==> config.mk <==
export PLATFORM = sky130hd
export DESIGN_NAME = fp_maxpool2x2_flat
export DESIGN_NICKNAME = d
export VERILOG_FILES = /design/src/rtl/fp_maxpool2x2_if.sv /design/src/rtl/fp_maxpool2x2.sv /design/src/flat_wrapper.sv
export SDC_FILE = /design/constraint.sdc
export NUM_CORES = 1
export LEC_CHECK = 0
export CORE_MARGIN = 10
export CORE_UTILIZATION = 50
export CTS_BUF_LIST = sky130_fd_sc_hd__clkbuf_2 sky130_fd_sc_hd__clkbuf_4 sky130_fd_sc_hd__clkbuf_8
export CTS_CLUSTER_DIAMETER = 100
export DETAILED_ROUTE_END_ITERATION = 12
export DONT_BUFFER_PORTS = 1
export GPL_TIMING_DRIVEN = 0
export PLACE_DENSITY = 0.69
export SKIP_LAST_GASP = 1
export SLEW_MARGIN = 25
export SYNTH_ARGS = -nofsm -noshare
export SYNTH_HDL_FRONTEND = slang
export SYNTH_SLANG_ARGS = --single-unit
==> constraint.sdc <==
create_clock -name clk -period 6.37 [get_ports clk]
set_input_delay 0.637 -clock clk [delete_from_list [all_inputs] [get_ports clk]]
set_output_delay 0.637 -clock clk [all_outputs]
set_load 0.05 [all_outputs]
==> src/rtl/fp_maxpool2x2_if.sv <==
// Streaming pixel interface for the FP32 2x2 max-pool: pixel in with Valid_In,
// pooled result out with a Valid_Out pulse and an end-of-frame marker.
interface fp_maxpool2x2_if #(
  parameter int BUS_WIDTH = 32
);
  logic                 Valid_In;
  logic [BUS_WIDTH-1:0] data_i;
  logic                 Valid_Out;
  logic [BUS_WIDTH-1:0] data_o;
  logic                 frame_done;

  modport master (
    output Valid_In,
    output data_i,
    input  Valid_Out,
    input  data_o,
    input  frame_done
  );

  modport slave (
    input  Valid_In,
    input  data_i,
    output Valid_Out,
    output data_o,
    output frame_done
  );
endinterface

==> src/rtl/fp_maxpool2x2.sv <==
// Streaming 2x2/stride-2 FP32 max-pool over a raster-order feature map using a half-row line buffer.
// Optional: define MAXPOOL_NAN_PROP_EN to make NaN dominate and emit canonical 32'h7FC00000.
module fp_maxpool2x2 #(
  parameter int BUS_WIDTH  = 32,
  parameter int IMG_WIDTH  = 28,
  parameter int IMG_HEIGHT = 28
) (
  input  logic             clk,
  input  logic             rst,
  fp_maxpool2x2_if.slave   bus
);

  localparam int HALF  = IMG_WIDTH / 2;
  localparam int CW    = $clog2(IMG_WIDTH);
  localparam int RW    = $clog2(IMG_HEIGHT);
  localparam int LB_AW = (HALF > 1) ? $clog2(HALF) : 1;

  typedef enum logic {ROW_EVEN, ROW_ODD} state_t;

  function automatic logic is_nan(input logic [31:0] x);
    return (x[30:23] == 8'hFF) && (x[22:0] != 23'd0);
  endfunction

  // True when the newer operand b strictly beats the older operand a.
  function automatic logic b_wins(input logic [31:0] a, input logic [31:0] b);
    logic [30:0] ma;
    logic [30:0] mb;
    ma = a[30:0];
    mb = b[30:0];
`ifdef MAXPOOL_NAN_PROP_EN
    if (is_nan(a)) return 1'b0;
    if (is_nan(b)) return 1'b1;
`endif
    if ((ma == 31'd0) && (mb == 31'd0)) return 1'b0;
    if (a[31] != b[31])                 return a[31];
    if (!a[31])                         return mb > ma;
    return mb < ma;
  endfunction

  function automatic logic [31:0] fmax(input logic [31:0] a, input logic [31:0] b);
    logic [31:0] w;
    w = b_wins(a, b) ? b : a;
`ifdef MAXPOOL_NAN_PROP_EN
    if (is_nan(w)) w = 32'h7FC00000;
`endif
    return w;
  endfunction

  state_t            state_q, state_d;
  logic [CW-1:0]     col_q, col_d;
  logic [RW-1:0]     row_q, row_d;
  logic              valid_out_q, valid_out_d;
  logic              frame_done_q, frame_done_d;
  logic [31:0]       data_o_q, data_o_d;
  logic [31:0]       hold_q, hold_d;
  logic [31:0]       linebuf_q [HALF];

  logic              col_last;
  logic              row_last;
  logic              lb_we;
  logic [LB_AW-1:0]  lb_idx;
  logic [31:0]       lb_rd;
  logic [31:0]       pair;

  assign col_last = (col_q == CW'(IMG_WIDTH - 1));
  assign row_last = (row_q == RW'(IMG_HEIGHT - 1));
  assign lb_idx   = LB_AW'(col_q >> 1);
  assign lb_rd    = linebuf_q[lb_idx];
  assign pair     = fmax(hold_q, bus.data_i);

  always_comb begin
    state_d      = state_q;
    col_d        = col_q;
    row_d        = row_q;
    valid_out_d  = 1'b0;
    frame_done_d = 1'b0;
    data_o_d     = data_o_q;
    hold_d       = hold_q;
    lb_we        = 1'b0;
    if (bus.Valid_In) begin
      col_d = col_last ? '0 : col_q + CW'(1);
      if (col_last) begin
        row_d   = row_last ? '0 : row_q + RW'(1);
        state_d = (state_q == ROW_EVEN) ? ROW_ODD : ROW_EVEN;
      end
      if (!col_q[0]) begin
        hold_d = bus.data_i;
      end else begin
        case (state_q)
          ROW_EVEN: lb_we = 1'b1;
          ROW_ODD: begin
            valid_out_d  = 1'b1;
            data_o_d     = fmax(lb_rd, pair);
            frame_done_d = col_last && row_last;
          end
          default: ;
        endcase
      end
    end
  end

  // Control and output stage: reset abandons any partial window immediately.
  always_ff @(posedge clk or posedge rst) begin
    if (rst) begin
      state_q      <= ROW_EVEN;
      col_q        <= '0;
      row_q        <= '0;
      valid_out_q  <= 1'b0;
      frame_done_q <= 1'b0;
      data_o_q     <= '0;
    end else begin
      state_q      <= state_d;
      col_q        <= col_d;
      row_q        <= row_d;
      valid_out_q  <= valid_out_d;
      frame_done_q <= frame_done_d;
      data_o_q     <= data_o_d;
    end
  end

  // Datapath storage carries no reset; it is always rewritten before it is read.
  always_ff @(posedge clk) begin
    hold_q <= hold_d;
    if (lb_we) linebuf_q[lb_idx] <= pair;
  end

  assign bus.Valid_Out  = valid_out_q;
  assign bus.data_o     = data_o_q;
  assign bus.frame_done = frame_done_q;

endmodule

==> src/flat_wrapper.sv <==
// flat-port wrapper written by rule: the top's interface ports become plain ports
module fp_maxpool2x2_flat 
#(
  parameter int BUS_WIDTH  = 32,
  parameter int IMG_WIDTH  = 28,
  parameter int IMG_HEIGHT = 28
)
  (clk, rst, bus_Valid_In, bus_data_i, bus_Valid_Out, bus_data_o, bus_frame_done);
  fp_maxpool2x2_if #(.BUS_WIDTH(BUS_WIDTH)) bus_i ();
  input  logic clk;
  input  logic rst;
  input wire logic [$bits(bus_i.Valid_In)-1:0] bus_Valid_In;
  input wire logic [$bits(bus_i.data_i)-1:0] bus_data_i;
  output wire logic [$bits(bus_i.Valid_Out)-1:0] bus_Valid_Out;
  output wire logic [$bits(bus_i.data_o)-1:0] bus_data_o;
  output wire logic [$bits(bus_i.frame_done)-1:0] bus_frame_done;
  assign bus_i.Valid_In = bus_Valid_In;
  assign bus_i.data_i = bus_data_i;
  assign bus_Valid_Out = bus_i.Valid_Out;
  assign bus_data_o = bus_i.data_o;
  assign bus_frame_done = bus_i.frame_done;
  fp_maxpool2x2 #(.BUS_WIDTH(BUS_WIDTH), .IMG_WIDTH(IMG_WIDTH), .IMG_HEIGHT(IMG_HEIGHT)) u_core (.clk(clk), .rst(rst), .bus(bus_i));
endmodule
### Word level (Yosys, flattened, before mapping)

Memory sizes are Yosys's and may differ from the RTL's.
Cells that the tools add are included.

| word-level totals | value |
|---|---|
| memories | 1 |
| bits in writable memories | 448 |
| word-level logic and storage cells | 80 |
| output and inout bits | 34 |
| register bits after elaboration | 77 |
| input bits | 35 |

| cells by class | value |
|---|---|
| bitwise operators | 1 |
| magnitude comparators | 4 |
| equal/unequal tests | 4 |
| reductions and logical operators | 10 |
| add/subtract/negate cells | 2 |
| muxes and demuxes | 51 |

Memory list:

| name | words | bits a word | rd ports | clocked after Yosys merged registers in | wr ports | line | RTL |
|---|---|---|---|---|---|---|---|
| u_core.linebuf_q | 14 | 32 | 1 | 0 | 1 | fp_maxpool2x2.sv:56 | `logic [31:0] linebuf_q [HALF];` |

Operators by type and width:

| operator | number |
|---|---|
| 31-bit zero test | 4 |
| 32-bit two-way mux | 2 |
| 31-bit greater-than comparator | 2 |
| 31-bit less-than comparator | 2 |
| 1-bit two-way mux | 47 |
| 5-bit by 1-bit adder with 5-bit output, second input constant | 2 |
| 5-bit equality test, second input constant | 2 |
| 5-bit two-way mux | 2 |
| 2-bit AND reduction | 2 |
| 1-bit logical AND | 3 |
| 3-bit AND reduction | 1 |
| 1-bit inequality test | 2 |
| 1-bit NOT | 1 |

### Longest topological paths before layout

Gate-level depths: netlist of the first run.

| depth | value |
|---|---|
| depth in word-level cells | 32 |
| depth in mapped cells | 24 |
| mapped depth without buffers | 21 |

### Worst setup path before layout of the first run

Ideal clock, no wire load.

| timing | value |
|---|---|
| path type | input port to flip-flop |
| start | input port bus_data_i[28] |
| end | register u_core.data_o_q[14] (netlist: u_core.bus.data_o[14]) |
| setup time | 0.126 ns |
| required time | 6.244 ns |
| arrival | 6.141 ns |
| stages | 22 |
| setup slack | 0.102 ns |
| buffers on the path | 3 |
| path through | ha_1 a21o_1 a21o_1 a221oi_1 o21ai_1 o31ai_1 nor2_1 clkbuf_1 clkbuf_1 o21ai_0 ha_1 a21o_1 a221o_1 a221oi_1 a21boi_1 o311ai_0 a21oi_1 o31ai_1 nand4_4 buf_6 nor3b_2 a221o_1 |

| on the way | value |
|---|---|
| elaborated cells between the ends (all ways) | 33 |
| those cells by class | 4 x order compare; 1 x eq/ne; 24 x mux; 4 x reduce/logical |

RTL lines:

| element | line | RTL |
|---|---|---|
| start, declared | flat_wrapper.sv:13 | `input wire logic [$bits(bus_i.data_i)-1:0] bus_data_i;` |
| 31-bit greater-than comparator | fp_maxpool2x2.sv:36 | `if (!a[31]) return mb > ma;` |
| 1-bit two-way mux | fp_maxpool2x2.sv:36 |  |
| 1-bit two-way mux | fp_maxpool2x2.sv:37 | `return mb < ma;` |
| 1-bit two-way mux | fp_maxpool2x2.sv:36 |  |
| 1-bit two-way mux * | fp_maxpool2x2.sv:35 | `if (a[31] != b[31]) return a[31];` |
| 32-bit two-way mux * | fp_maxpool2x2.sv:42 | `w = b_wins(a, b) ? b : a;` |
| net u_core.pair[8] | fp_maxpool2x2.sv:63 | `logic [31:0] pair;` |
| branches (longest 6 deep; another with 31-bit greater-than comparator) | - |  |
| 1-bit two-way mux * | fp_maxpool2x2.sv:35 |  |
| 1-bit two-way mux * | fp_maxpool2x2.sv:89 | `case (state_q)` |
| 1-bit two-way mux * | fp_maxpool2x2.sv:86 | `if (!col_q[0]) begin` |
| 1-bit two-way mux * | fp_maxpool2x2.sv:80 | `if (bus.Valid_In) begin` |
| 32-bit two-way mux * | fp_maxpool2x2.sv:42 |  |
| end signal, assigned | fp_maxpool2x2.sv:117 | `data_o_q <= data_o_d;` |
| end, declared | fp_maxpool2x2.sv:54 | `logic [31:0] data_o_q, data_o_d;` |

Mark *: on every way through the listed nets, which the timed path passes. The select of a mux whose other input is x is not followed.
A chain may end at the register's enable or synchronous reset.

### Worst setup path after layout of the first run

| timing | value |
|---|---|
| start | register u_core.hold_q[28] |
| end | register u_core.data_o_q[1] (netlist: u_core.bus.data_o[1]) |

| on the way | value |
|---|---|
| word-level cells in the longest chain between the ends | 18 |
| elaborated cells between the ends (all ways) | 33 |
| those cells by class | 4 x order compare; 1 x eq/ne; 24 x mux; 4 x reduce/logical |

Ends and longest elaborated chain:

| element | line | RTL |
|---|---|---|
| start, declared | fp_maxpool2x2.sv:55 | `logic [31:0] hold_q, hold_d;` |
| start signal, assigned | fp_maxpool2x2.sv:123 | `hold_q <= hold_d;` |
| 31-bit greater-than comparator | fp_maxpool2x2.sv:36 |  |
| 1-bit two-way mux | fp_maxpool2x2.sv:36 |  |
| 1-bit two-way mux | fp_maxpool2x2.sv:37 |  |
| 1-bit two-way mux | fp_maxpool2x2.sv:36 |  |
| 1-bit two-way mux | fp_maxpool2x2.sv:35 |  |
| 32-bit two-way mux * | fp_maxpool2x2.sv:42 |  |
| branches (longest 11 deep; another with 31-bit greater-than comparator) | - |  |
| 32-bit two-way mux * | fp_maxpool2x2.sv:42 |  |

Mark *: on every way between the ends. The select of a mux whose other input is x is not followed.

==> results of run 1 <==
-- through the flow --
stage | setup slack [ns] | std cells | hold WS [ns]
6_report | 0.2182 | 2097 | 0.07241
5_1_grt | 0.003766 | 2097 | 0.04369
4_1_cts | 0.003960 | 2097 | 0.03913
3_5_place_dp | -0.8644 | 1943 | 0.5021
3_3_place_gp | -1.593 | 1903 | 0.4858
2_1_floorplan | 0.1022 | 1311 | 0.4542
-- where the power goes --
part	internal [mW]	total, mW	switching (mW)
clock network	1.53	2.86	1.33
logic	1.46	3.65	2.19
registers	4.11	4.59	0.473
-- sequential cells by signal, indices dropped and copies added, names as in the netlist --
| signal | cells |
|---|---|
| u_core.bus.frame_done | 1 |
| u_core.col_q | 5 |
| u_core.bus.Valid_Out | 1 |
| u_core.row_q | 5 |
| u_core.state_q | 1 |
| u_core.bus.data_o | 32 |
| u_core.hold_q | 32 |
| u_core.linebuf_q | 448 |
-- cells by family after synthesis --
kind of cell,Yosys count
muxes,179
AOI/OAI and AO/OA,201
xor gates and xnor gates,1
and+or+nand+nor,218
buffers and inverters,124
adders and majority gates,63
DFF,525
-- area by class of cell --
| class | count | area [sq um] | share of cell area, % |
|---|---|---|---|
| tap | 592 | 740.7 | 2.859 |
| sequential | 525 | 15540 | 59.98 |
| timing repair buffer | 41 | 820.8 | 3.168 |
| clock inverter | 38 | 250.2 | 0.9658 |
| multi-input combinational | 662 | 6553 | 25.29 |
| buffer | 62 | 359.1 | 1.386 |
| clock buffer | 115 | 1414 | 5.457 |
| inverter | 62 | 232.7 | 0.8982 |
-- per-layer routing --
metal  global-route usage [%]  up-vias
li1                         -     5525
met1                    29.84     6658
met2                    33.37      650
met3                    6.022       88
met4                    7.030        0
met5                        0        -
-- what timing repair did --
item / CTS / global route
hold buffers: 1 / 0
hold endpoints to repair: 21 / 0
gates resized for setup: 14 / 24
endpoints found under the setup margin: 31 / 31
-- synthesized netlist by cell type, drive strengths merged (3+ instances only) --
library cell / instances / share of area [%]
a211oi: 4 / 0.13
a21o: 17 / 0.57
a21oi: 45 / 1.0
a221o: 12 / 0.54
a221oi: 3 / 0.12
and2: 4 / 0.11
and3: 8 / 0.22
and4: 5 / 0.20
buf: 28 / 0.98
clkbuf: 34 / 0.57
dfrtp: 45 / 5.0
edfxtp: 480 / 65
ha: 63 / 3.5
inv: 62 / 1.0
mux2: 35 / 1.8
mux2i: 48 / 2.2
mux4: 96 / 9.7
nand2: 74 / 1.2
nand2b: 5 / 0.14
nand3: 25 / 0.56
nand4: 18 / 0.57
nor2: 35 / 0.60
nor3: 11 / 0.25
nor3b: 6 / 0.29
nor4: 18 / 0.53
o211ai: 5 / 0.17
o21ai: 69 / 1.5
o22ai: 32 / 0.90
o311ai: 4 / 0.16
o31ai: 3 / 0.10
-- critical path, cell delays in order (launching register included) --
cell,delay [ns]
edfxtp_1,0.38
inv_1,0.14
ha_1,0.26
a21o_1,0.16
a21o_1,0.17
a221oi_1,0.35
o21ai_2,0.19
o21a_1,0.27
nor2_2,0.20
clkbuf_4,0.25
clkbuf_2,0.28
nand2_1,0.10
o21ai_0,0.22
ha_1,0.33
and2_1,0.18
a221o_1,0.32
a221oi_2,0.32
a21boi_1,0.15
o311ai_0,0.34
nor3_1,0.13
or3_1,0.43
nand4_4,0.21
buf_8,0.20
mux2i_1,0.34
o21ai_1,0.09
-- worst paths after layout --
kind                                                      to                         from  slack (ns)
max in group asynchronous  u_core.bus.data_o[19]$_DFFE_PP0P_                          rst        5.34
setup / recovery            u_core.bus.data_o[1]$_DFFE_PP0P_  u_core.hold_q[28]$_DFFE_PP_        0.22
hold / removal                   u_core.hold_q[17]$_DFFE_PP_               bus_data_i[17]        0.07
setup reg to reg            u_core.bus.data_o[1]$_DFFE_PP0P_  u_core.hold_q[28]$_DFFE_PP_        0.22
min in group asynchronous        u_core.col_q[1]$_DFFE_PP0P_                          rst        0.49
hold reg to reg                  u_core.row_q[4]$_DFFE_PP0P_  u_core.row_q[4]$_DFFE_PP0P_        0.51
==> flow_summary_export.csv, run 1 <==
group,metric,value,unit
placement,gp_congestion,0.9248,
worst_setup_path,start_kind,"flop",
floorplan,ios,69,
route,wl_met2,26.97,mm
timing,worst_slew_pin_slew,1.011,ns
yosys,synth_ff_type,"edfxtp_1",
global_route,grt_pass1_wl,85.83,mm
final_layout,utilization,58.59,%
global_route,grt_max_degree,28,
worst_setup_path,crit_fanout,10,
floorplan,fp.dieH,231.3,microns
yosys,synth_xor_area_share,0.03925,%
yosys,synth-simple-area-share,5.012,%
worst_setup_path,reg2reg_depth,24,
cts,cts_tree,"built",
timing,maxClockFrequency,162.6,MHz
hold_path,hold_depth,0,
timing,setup_viol,0,
timing,clock_skew,0.04157,ns
route,met3WireLength,6.372,mm
final_layout,fin_nets,1536,
route,highest_layer,"met4",
route,wl_per_cell,27.67,microns
yosys,syn_inst,1311,
global_route,grt_pass1_vias,13010,
route,totalWireLength,58.02,mm
global_route,grtUsageTotal,21.78,%
route,firstDrtPassIters,5,
yosys,synthAdderAreaFrac,3.532,%
cts,clkSinkCount,525,
yosys,syn_nets,1409,
final_layout,final_area,25910,sq um
timing,rsz0062_at_grt,"no",
placement,portBuffers,0,
global_route,grt_antenna_before_repair,0,
route,drc_errors,0,
final_layout,layout_commonest_cell,"edfxtp_1",
yosys,avgSynthCellArea,17.02,sq um
worst_setup_path,cp-end-kind,"flop",
worst_setup_path,crit_type,"flop to flop",
placement,hpwlAfterDp,40.30,mm
timing,period_share,96.57,%
yosys,ys_ff_latch,525,
yosys,synth_compound_area_share,5.584,%
route,postRouteAntennaNets,0,
timing,finalSetupTns,0,ns
timing,slew-limit-headroom,32.48,%
yosys,synth-edff-count,480,
cts,worstSkewPairLatency,0.68,ns
yosys,syn_area,22320,sq um
run,drv_cap,0,
final_layout,syn_to_final_growth,16.10,%
cts,cts_max_level,3,
global_route,grt_overflow,0,
pwr,power,11.10,mW
floorplan,fp.coreArea,44220,sq um
yosys,synth_cell_types,55,
worst_setup_path,cp.arrival,6.68,ns
pwr,peakVddDrop,227.4,uV
floorplan,std_cell_rows,77,
yosys,ys_seq_area_share,69.63,%
timing,min_period,6.152,ns
yosys,async_reset_ff_share,8.571,%
final_layout,final_layout_size_suffix_gt1_share,26.71,%
hold_path,hold_class,"primary input to flop",
cts,cts-buffers-inserted,84,
timing,final-max-slew-violation-count,0,
cts,cts-root-buf,"clkbuf_8",
cts,cts_buffer_depth,3,
cts,post_cts_buffers,0,
worst_setup_path,crit_required,6.90,ns
floorplan,start_util,50.47,%
outcome,outcome,"complete, no violations",
placement,placed_area,24070,sq um
final_layout,layout_common_cells,"edfxtp_1 (480), mux4_2 (96), clkbuf_8 (88)",
final_layout,fillers,3220,
pwr,power.density,428.4,nW/um^2
yosys,synth_top_family_by_area,"multiplexers",
route,num_vias,12920,
cts,path_clk_slew,0.06,ns
timing,hold_viol,0,
floorplan,die_area,53480,sq um
final_layout,n_antenna_cell,0,
yosys,yosysWarningCount,0,
floorplan,die_w,231.3,microns
route,wl_met1,23.19,mm
pwr,leakagePower,8.990,nW
route,drt_iter0_markers,1381,
route,avgViaCountPerCell,6.162,
yosys,synth_mux_area_share,13.61,%
No activity file was read; power rests on OpenSTA's default activity.
==> run 2, diff against run 1 <==
--- a/config.mk
+++ b/config.mk
@@ -13,6 +13,7 @@
 export DONT_BUFFER_PORTS = 1
 export GPL_TIMING_DRIVEN = 0
 export PLACE_DENSITY = 0.69
+export RECOVER_POWER = 25
 export SKIP_LAST_GASP = 1
 export SLEW_MARGIN = 25
 export SYNTH_ARGS = -nofsm -noshare
==> flow_summary_export.csv, run 2 (synthesized netlist as in run 1, its figures left out) <==
group,metric,value,unit
worst_setup_path,cp_cell_sequence,"inv_1, ha_1, a21o_1, a21o_1, a221oi_1, o21ai_2, o21a_1, nor2_2, clkbuf_4, clkbuf_2, nand2_1, o21ai_0, ha_1, and2_1, a221o_1, a221oi_2, a21boi_1, o311ai_0, nor3_1, or3_1, nand4_4, buf_8, mux2i_1, o21ai_1",
floorplan,fp.coreArea,44220,sq um
global_route,grt_overflow,0,
timing,rsz0062_at_grt,"no",
worst_setup_path,path_buf_inv,4,
pwr,leakagePower,8.966,nW
pwr,power.density,429.2,nW/um^2
placement,portBuffers,0,
worst_setup_path,path_delay_family,"compound AO/OA/AOI/OAI gates",
timing,setup_viol,0,
timing,maxClockFrequency,162.7,MHz
worst_setup_path,crit_required,6.91,ns
cts,post_cts_buffers,0,
final_layout,fin_nets,1536,
global_route,grt_max_degree,28,
timing,worst_slew_pin_slew,1.446,ns
route,firstDrtPassIters,5,
pwr,power,11.09,mW
route,drc_errors,0,
worst_setup_path,crit_fanout,10,
hold_path,hold_class,"primary input to flop",
worst_setup_path,cp.arrival,6.68,ns
timing,period_share,96.49,%
final_layout,fin_cells,2097,
floorplan,fp.dieH,231.3,microns
final_layout,final_area,25840,sq um
final_layout,n_antenna_cell,0,
pwr,peakVddDrop,226.7,uV
final_layout,fillers,3237,
timing,final-max-slew-violation-count,0,
worst_setup_path,critPathSlowestCell,"or3_1",
placement,dp.cells,1943,
final_layout,utilization,58.43,%
cts,cts-buffers-inserted,84,
placement,gp_congestion,0.9248,
route,num_vias,12970,
cts,path_clk_slew,0.06,ns
timing,finalSetupTns,0,ns
timing,slew-limit-headroom,3.633,%
timing,min_period,6.146,ns
cts,cts_tree,"built",
route,wl_per_cell,27.71,microns
worst_setup_path,max_stage_delay,0.43,ns
floorplan,start_util,50.47,%
cts,cts_max_level,3,
cts,clkSinkCount,525,
route,postRouteAntennaNets,0,
placement,dpl_worst_slack,-0.8644,ns
floorplan,std_cell_rows,77,
cts,cts-root-buf,"clkbuf_8",
placement,hpwlAfterDp,40.30,mm
timing,clock_skew,0.03682,ns
hold_path,hold_depth,0,
global_route,grt_pass1_wl,85.83,mm
final_layout,final_layout_size_suffix_gt1_share,26.11,%
floorplan,die_w,231.3,microns
worst_setup_path,crit_type,"flop to flop",
global_route,grtUsageTotal,21.78,%
route,avgViaCountPerCell,6.187,
global_route,grt_pass1_vias,13010,
route,totalWireLength,58.10,mm
floorplan,die_area,53480,sq um
run,drv_cap,0,
worst_setup_path,start_kind,"flop",
global_route,grt_antenna_before_repair,0,
final_layout,layout_commonest_cell,"edfxtp_1",
timing,hold_slack,0.07214,ns
timing,setup_ws,0.2236,ns
timing,hold_viol,0,
final_layout,syn_to_final_growth,15.78,%
cts,worstSkewPairLatency,0.67,ns
worst_setup_path,reg2reg_depth,24,
final_layout,top_register,"u_core.linebuf_q",
floorplan,ios,69,
route,drt_iter0_markers,1387,
final_layout,layout_common_cells,"edfxtp_1 (480), mux4_2 (96), clkbuf_8 (88)",
final_layout,largest_reg_flops,448,
outcome,outcome,"complete, no violations",
worst_setup_path,path_depth,24,
placement,placed_area,24070,sq um
cts,cts_buffer_depth,3,
worst_setup_path,cp-end-kind,"flop",
-- run 2: changes by cell type in the layout (fill, tap and decap cells not counted), sizes merged --
cell / before / now
buf: 70 / 67
clkbuf: 147 / 150
-- run 2: power breakdown --
part	total (mW)	switching, mW	leakage, nW	internal, mW
Clock	2.86	1.33	0.889	1.53
Combinational	3.64	2.18	3.15	1.46
Sequential	4.59	0.472	4.93	4.11
Total	11.1	3.98	8.97	7.11
-- run 2: final timing paths --
kind | from | to | slack (ns)
setup / recovery | u_core.hold_q[28]$_DFFE_PP_ | u_core.bus.data_o[1]$_DFFE_PP0P_ | 0.22
hold / removal | bus_data_i[31] | u_core.hold_q[31]$_DFFE_PP_ | 0.07
setup reg to reg | u_core.hold_q[28]$_DFFE_PP_ | u_core.bus.data_o[1]$_DFFE_PP0P_ | 0.22
hold reg to reg | u_core.row_q[4]$_DFFE_PP0P_ | u_core.row_q[4]$_DFFE_PP0P_ | 0.51
max in group asynchronous | rst | u_core.bus.data_o[17]$_DFFE_PP0P_ | 3.89
min in group asynchronous | rst | u_core.col_q[1]$_DFFE_PP0P_ | 0.64
-- run 2: cell type report --
class / count / area (sq um) / area share [%]
Inverter: 62 / 232.7 / 0.9007
Sequential cell: 525 / 15540 / 60.14
Timing Repair Buffer: 41 / 788.3 / 3.051
Clock buffer: 115 / 1414 / 5.472
Multi-Input combinational cell: 662 / 6515 / 25.21
Clock inverter: 38 / 250.2 / 0.9685
Tap cell: 592 / 740.7 / 2.867
Buffer: 62 / 357.8 / 1.385
-- run 2: worst register-to-register path, stage by stage, from the launching register on --
cell and delay, ns:
edfxtp_1 0.38, inv_1 0.13, ha_1 0.26, a21o_1 0.16
a21o_1 0.17, a221oi_1 0.34, o21ai_2 0.18, o21a_1 0.27
nor2_2 0.20, clkbuf_4 0.24, clkbuf_2 0.29, nand2_1 0.10
o21ai_0 0.22, ha_1 0.33, and2_1 0.18, a221o_1 0.32
a221oi_2 0.33, a21boi_1 0.15, o311ai_0 0.34, nor3_1 0.13
or3_1 0.43, nand4_4 0.21, buf_8 0.21, mux2i_1 0.35
o21ai_1 0.09
-- run 2: routing by layer --
| metal | GRT usage, % | wire, microns |
|---|---|---|
| met2 | 33.37 | 27220 |
| met3 | 6.022 | 6175 |
| met4 | 7.030 | 1422 |
| met1 | 29.84 | 23280 |
| met5 | 0 | 0 |
-- run 2: timing repair --
item                       CTS  global route
setup endpoints to repair   31            31
resized for setup           14            24
hold endpoints to repair    21             0
hold buffers                 1             0
